**src/rtl/simon_seq_engine.sv**
```systemverilog
// Simon-style memory game sequencer: grows a random button sequence one step
// per round, plays it back on a tick timebase, then checks the player's echo.
module simon_seq_engine #(
   parameter int unsigned NUM_W         = 2,
   parameter int unsigned DEPTH         = 16,
   parameter int unsigned ON_TICKS      = 30,
   parameter int unsigned OFF_TICKS     = 30,
   parameter int unsigned TIMEOUT_TICKS = 120,
   parameter logic [15:0] SEED          = 16'hACE1,
   localparam int unsigned SCORE_W      = $clog2(DEPTH + 1)
) (
   input  logic               clk,
   input  logic               reset,
   input  logic               tick,
   input  logic               start,
   input  logic [NUM_W-1:0]   player_num,
   input  logic               player_valid,
   output logic               simon_turn,
   output logic [NUM_W-1:0]   simon_num,
   output logic               simon_lit,
   output logic [SCORE_W-1:0] score,
   output logic               game_over,
   output logic               win
);

   localparam int unsigned MAX_ON_OFF = (ON_TICKS > OFF_TICKS) ? ON_TICKS : OFF_TICKS;
   localparam int unsigned MAX_TICKS  = (MAX_ON_OFF > TIMEOUT_TICKS) ? MAX_ON_OFF : TIMEOUT_TICKS;
   localparam int unsigned CNT_W      = $clog2(MAX_TICKS + 1);
   localparam int unsigned IDX_W      = $clog2(DEPTH);

   localparam logic [CNT_W-1:0]   ON_LAST  = CNT_W'(ON_TICKS - 1);
   localparam logic [CNT_W-1:0]   OFF_LAST = CNT_W'(OFF_TICKS - 1);
   localparam logic [CNT_W-1:0]   TO_LAST  = CNT_W'(TIMEOUT_TICKS - 1);
   localparam logic [SCORE_W-1:0] LEN_MAX  = SCORE_W'(DEPTH);

   typedef enum logic [2:0] {
      StIdle,
      StAppend,
      StShowOn,
      StShowOff,
      StWaitIn,
      StLose,
      StWin
   } state_e;

   state_e             r_state, w_state_d;
   logic [15:0]        r_lfsr;
   logic               w_fb;
   logic [NUM_W-1:0]   r_mem [DEPTH];
   logic [SCORE_W-1:0] r_len, w_len_d;
   logic [SCORE_W-1:0] r_score, w_score_d;
   logic [IDX_W-1:0]   r_idx, w_idx_d;
   logic [CNT_W-1:0]   r_tcnt, w_tcnt_d;
   logic               w_we;
   logic [IDX_W-1:0]   w_waddr;
   logic [NUM_W-1:0]   w_wdata;
   logic [NUM_W-1:0]   w_mem_rd;
   logic [NUM_W-1:0]   w_num_d;
   logic               w_last;
   logic               r_turn, r_lit, r_over, r_win;
   logic [NUM_W-1:0]   r_num;

   // x^16 + x^14 + x^13 + x^11; a nonzero seed never reaches the all-zero state
   assign w_fb     = r_lfsr[15] ^ r_lfsr[13] ^ r_lfsr[12] ^ r_lfsr[10];
   assign w_we     = (r_state == StAppend);
   assign w_waddr  = r_len[IDX_W-1:0];
   assign w_wdata  = r_lfsr[NUM_W-1:0];
   assign w_mem_rd = r_mem[r_idx];
   assign w_last   = (SCORE_W'(r_idx) == (r_len - SCORE_W'(1)));

   // Free-running LFSR, advances on every clk so the sequence depends on player timing
   always_ff @(posedge clk or posedge reset) begin
      if (reset) r_lfsr <= SEED;
      else       r_lfsr <= {r_lfsr[14:0], w_fb};
   end

   // Sequence memory; not cleared, every entry is written before it is read
   always_ff @(posedge clk) begin
      if (w_we) r_mem[w_waddr] <= w_wdata;
   end

   // Game state, counters and score
   always_ff @(posedge clk or posedge reset) begin
      if (reset) begin
         r_state <= StIdle;
         r_len   <= '0;
         r_score <= '0;
         r_idx   <= '0;
         r_tcnt  <= '0;
      end else begin
         r_state <= w_state_d;
         r_len   <= w_len_d;
         r_score <= w_score_d;
         r_idx   <= w_idx_d;
         r_tcnt  <= w_tcnt_d;
      end
   end

   // Next-state logic for the game FSM
   always_comb begin
      w_state_d = r_state;
      w_len_d   = r_len;
      w_score_d = r_score;
      w_idx_d   = r_idx;
      w_tcnt_d  = r_tcnt;
      unique case (r_state)
         StIdle, StLose, StWin: begin
            if (start) begin
               w_score_d = '0;
               w_len_d   = '0;
               w_idx_d   = '0;
               w_tcnt_d  = '0;
               w_state_d = StAppend;
            end
         end
         StAppend: begin
            w_len_d   = r_len + SCORE_W'(1);
            w_idx_d   = '0;
            w_tcnt_d  = '0;
            w_state_d = StShowOn;
         end
         StShowOn: begin
            if (tick) begin
               if (r_tcnt == ON_LAST) begin
                  w_tcnt_d  = '0;
                  w_state_d = StShowOff;
               end else begin
                  w_tcnt_d = r_tcnt + CNT_W'(1);
               end
            end
         end
         StShowOff: begin
            if (tick) begin
               if (r_tcnt == OFF_LAST) begin
                  w_tcnt_d = '0;
                  if (w_last) begin
                     w_idx_d   = '0;
                     w_state_d = StWaitIn;
                  end else begin
                     w_idx_d   = r_idx + IDX_W'(1);
                     w_state_d = StShowOn;
                  end
               end else begin
                  w_tcnt_d = r_tcnt + CNT_W'(1);
               end
            end
         end
         StWaitIn: begin
            // A press wins over a coincident timeout expiry
            if (player_valid) begin
               if (player_num == w_mem_rd) begin
                  w_tcnt_d = '0;
                  if (!w_last) begin
                     w_idx_d = r_idx + IDX_W'(1);
                  end else begin
                     w_score_d = r_score + SCORE_W'(1);
                     w_state_d = (r_len == LEN_MAX) ? StWin : StAppend;
                  end
               end else begin
                  w_state_d = StLose;
               end
            end else if (tick) begin
               if (r_tcnt == TO_LAST) w_state_d = StLose;
               else                   w_tcnt_d  = r_tcnt + CNT_W'(1);
            end
         end
         default: w_state_d = StIdle;
      endcase
   end

   // Shown button for the next cycle; bypasses the memory when entry 0 is written this cycle
   always_comb begin
      w_num_d = r_num;
      if (w_state_d == StShowOn) begin
         w_num_d = (w_we && (w_waddr == w_idx_d)) ? w_wdata : r_mem[w_idx_d];
      end
   end

   // Registered outputs decoded from the next state so they line up with r_state
   always_ff @(posedge clk or posedge reset) begin
      if (reset) begin
         r_turn <= 1'b0;
         r_lit  <= 1'b0;
         r_over <= 1'b0;
         r_win  <= 1'b0;
         r_num  <= '0;
      end else begin
         r_turn <= (w_state_d == StAppend) || (w_state_d == StShowOn) ||
                   (w_state_d == StShowOff);
         r_lit  <= (w_state_d == StShowOn);
         r_over <= (w_state_d == StLose) || (w_state_d == StWin);
         r_win  <= (w_state_d == StWin);
         r_num  <= w_num_d;
      end
   end

   assign simon_turn = r_turn;
   assign simon_num  = r_num;
   assign simon_lit  = r_lit;
   assign score      = r_score;
   assign game_over  = r_over;
   assign win        = r_win;

endmodule

```
**config.mk**
```make
export PLATFORM = sky130hd
export DESIGN_NAME = simon_seq_engine
export DESIGN_NICKNAME = d
export VERILOG_FILES = /design/src/rtl/simon_seq_engine.sv
export SDC_FILE = /design/constraint.sdc
export NUM_CORES = 1
export LEC_CHECK = 0
export ABC_AREA = 1
export BUFFER_PORTS_ARGS = -buffer_cell sky130_fd_sc_hd__buf_2
export CELL_PAD_IN_SITES_DETAIL_PLACEMENT = 0
export CELL_PAD_IN_SITES_GLOBAL_PLACEMENT = 1
export CORE_ASPECT_RATIO = 0.8
export CORE_MARGIN = 2
export CORE_UTILIZATION = 48
export CTS_BUF_LIST = sky130_fd_sc_hd__clkbuf_2 sky130_fd_sc_hd__clkbuf_4 sky130_fd_sc_hd__clkbuf_8
export DETAILED_ROUTE_END_ITERATION = 8
export HOLD_SLACK_MARGIN = 0.1
export PLACE_DENSITY_LB_ADDON = 0.1
export REMOVE_ABC_BUFFERS = 1
export SLEW_MARGIN = 10
export SYNTH_ARGS = -nofsm -noshare
export SYNTH_HDL_FRONTEND = slang
export SYNTH_SLANG_ARGS = --single-unit
```
**constraint.sdc**
```tcl
create_clock -name clk -period 3.5 [get_ports clk]
set_input_delay 0.35 -clock clk [delete_from_list [all_inputs] [get_ports clk]]
set_output_delay 0.35 -clock clk [all_outputs]
set_load 0.01 [all_outputs]
```
==> impl_metrics.json <==
{
  "finalHoldViolations": 0,
  "drt_pass1_iterations": 5,
  "dp.final_hpwl_mm": 8.47,
  "worstPathMaxFanout": 18,
  "cts.sinks": 78,
  "cts_hold_buf": 0,
  "synth-edff-count": 32,
  "antenna_cells": 0,
  "crit_type": "reg2reg",
  "placed_cell_area_um2": 4710,
  "die_area_um2": 10200,
  "finClkSkew_ps": 13.4,
  "syn_area_um2": 4510,
  "die_y_um": 90.7,
  "synth_warnings": 0,
  "synth_top_area_share_pct": 21.3,
  "fillers": 877,
  "postCtsSetupBuffers": 0,
  "yosysSeqAreaShare_pct": 47.0,
  "r2r_start": "r_len[0]",
  "cp_slowest_cell": "dfrtp_1",
  "routedWlPerCell_um": 16.2,
  "synth-compound-area-share_pct": 6.54,
  "fin_crit_ps": 3110,
  "ir_drop_v": 0.000401,
  "ys_ff_latch": 78,
  "timing.critical_path.from_type": "flip-flop",
  "ant_nets": 0,
  "rows": 31,
  "grt_overflow": 0,
  "drc": 0,
  "layout.cells.most_common": "nand2_1",
  "htreeDepth": 3,
  "ys.flop_type": "dfrtp_1",
  "min_path_type": "in2async",
  "synth-simple-area-share_pct": 33.4,
  "leakage_nw": 2.31,
  "crit_top_cell": "nand2_1",
  "clk_pin_slew_worst_paths_ps": 80,
  "gp_congestion": 0.872,
  "worstPathCellList": "inv_1 > ha_1 > nand2_1 > nor2_1 > inv_1 > a21oi_2 > nand2_2 > ha_1 > nand4_1 > nand3_4 > nand3_4 > nand2_1 > nand2_1 > nand2_1 > nor2_2 > nand4_1 > nand2_1 > inv_1 > a21oi_2",
  "ios": 18,
  "grt_max_degree": 47,
  "cts_tree": "yes",
  "status": "completed",
  "cellPowerDensity_nw_per_um2": 594,
  "synthCells": 567,
  "synth_xor_area_share_pct": 1.55,
  "synthArstFlopShare_pct": 59.0,
  "vias": 3813,
  "pwr-share-seq_pct": 38.6,
  "synth-adder-area-share_pct": 2.50,
  "endpoint_kind": "flip-flop",
  "total_power_w": 0.00293,
  "drive_gt1_share_pct": 14.2,
  "syn_to_final_growth_pct": 9.18,
  "regToRegSetupSlack_ps": 390,
  "fmax_ghz": 0.321,
  "fin_crit_sh_pct": 88.9,
  "synth_top_family_by_area": "simple AND/OR/NAND/NOR gates",
  "comb_power_share_pct": 37.1,
  "p_sw_w": 0.00116,
  "clock_path_buffers": 2,
  "antenna_found_initial": 0,
  "cts_buffers": 9,
  "slowest_delay_ps": 450,
  "vias_per_cell": 5.39,
  "synth_area_per_cell_um2": 7.96,
  "io_buffers": 17,
  "worstPathArrival_ps": 3400,
  "core_area_um2": 9110,
  "die_w_um": 112,
  "final-setup-viol-count": 0,
  "cts_resized": 0,
  "sw_frac_of_total_pct": 39.6,
  "power.clock.fraction_pct": 24.3,
  "max_slew_margin_pct": 37.0,
  "worst_ep_required_time_ps": 3790,
  "grt_pass1_vias": 3528,
  "wirelength_mm": 11.4,
  "grt_pass1_wl_mm": 18.7,
  "tightest_slew_ps": 944,
  "drt_iter0_markers": 345,
  "cp-startpoint": "r_len[0]",
  "synth_cell_types": 44,
  "synthTopCellsByArea": "edfxtp_1 (21%), dfrtp_1 (21%), nand2_1 (12%)",
  "clk_latency_ps": 350,
  "layout_common_cells": "nand2_1 (140), inv_1 (73), nand3_1 (73)",
  "synth_top_area_cell": "edfxtp_1",
  "synth.mux.area_fraction_pct": 0,
  "rsz0062_at_grt": "false",
  "finalSetupTns_ps": 0,
  "final_cell_area_um2": 4930,
  "nNetsFinal": 604,
  "intPower_w": 0.00177,
  "finalMaxSlewViolations": 0,
  "start_util_pct": 49.5,
  "grt_use_total_pct": 23.7,
  "cts-root-buf": "clkbuf_8",
  "cap_violations": 0
}
==> area by class of cell <==
type | count | area (um^2) | area share (%)
Sequential cell | 78 | 2120 | 43.1
Multi-Input combinational cell | 389 | 1980 | 40.3
Inverter | 85 | 319 | 6.48
Clock buffer | 12 | 159 | 3.22
Timing Repair Buffer | 25 | 145 | 2.95
Tap cell | 115 | 144 | 2.92
Clock inverter | 4 | 53.8 | 1.09
==> cells in the mapped netlist, types with 6 or more instances <==
| master | count |
|---|---|
| nor3_1 | 7 |
| buf_2 | 6 |
| nand4_1 | 24 |
| dfrtp_1 | 38 |
| nor2_2 | 7 |
| o21ai_1 | 6 |
| o21ai_0 | 13 |
| nand3_1 | 73 |
| dfstp_2 | 8 |
| a21oi_1 | 11 |
| inv_2 | 7 |
| edfxtp_1 | 32 |
| nor2_1 | 54 |
| ha_1 | 9 |
| nand2_1 | 140 |
| inv_1 | 74 |
==> worst paths after layout <==
| check | endpoint | cells past startpoint |
|---|---|---|
| max in group asynchronous | r_idx[1] | 2 |
| worst min register to register | r_lfsr[7] | 0 |
| worst min-delay path | score[2] | 2 |
| worst max-delay path | simon_num[0] | 19 |
| min in group clk | r_lfsr[7] | 0 |
| worst max register to register | simon_num[0] | 19 |
==> worst max-delay path: cells and delay by family, from the launching register on <==
kind,cells,cell delay [ps]
AOI/OAI and AO/OA,2,270
buffers and inverters,3,320
and+or+nand+nor,12,1480
DFF,1,450
adders and majority gates,2,530
==> kinds of logic (layout without fill, tap and decap cells) <==
family	Yosys count	in the layout
buffers and inverters	100	126
DFF	78	78
adders and majority gates	9	9
xor gates and xnor gates	8	8
AOI/OAI and AO/OA	48	48
and+or+nand+nor	324	324
==> stage by stage <==
stage / cells / setup slack [ps] / util, % / hold slack (ps)
5_1_grt: 708 / 53.1 / 54.1 / 288
3_5_place_dp: 692 / 427 / 51.7 / 336
2_1_floorplan: 552 / 610 / - / 331
6_report: 708 / 388 / 54.1 / 203
4_1_cts: 708 / 402 / 54.1 / 224
3_3_place_gp: 692 / 550 / 51.7 / 335
==> power groups by stage <==
stage / sequential, W / combinational, W / clock (W)
after global routing: 0.00114 / 0.00124 / 0.000765
final: 0.00113 / 0.00109 / 0.000710
after detailed placement: 0.00115 / 0.00108 / 0
after CTS: 0.00113 / 0.00109 / 0.000732
after floorplan: 0.00114 / 0.000770 / 0
after global placement: 0.00114 / 0.00108 / 0
==> sequential cells by signal, indices dropped and copies added, names as in the netlist <==
name	cells
game_over	1
r_idx	4
r_len	5
r_lfsr	16
r_mem	32
r_state	3
r_tcnt	7
score	5
simon_lit	1
simon_num	2
simon_turn	1
win	1
==> metal layers <==
metal  global-route usage, %  vias to the layer above  wire length (um)
li1                        -                     1901                 -
met1                    36.3                     1774              5820
met2                    32.4                      121              4620
met3                    6.91                       17               832
met4                    6.81                        0               163
met5                       0                        -                 0
Power figures use the tool's default switching activity.
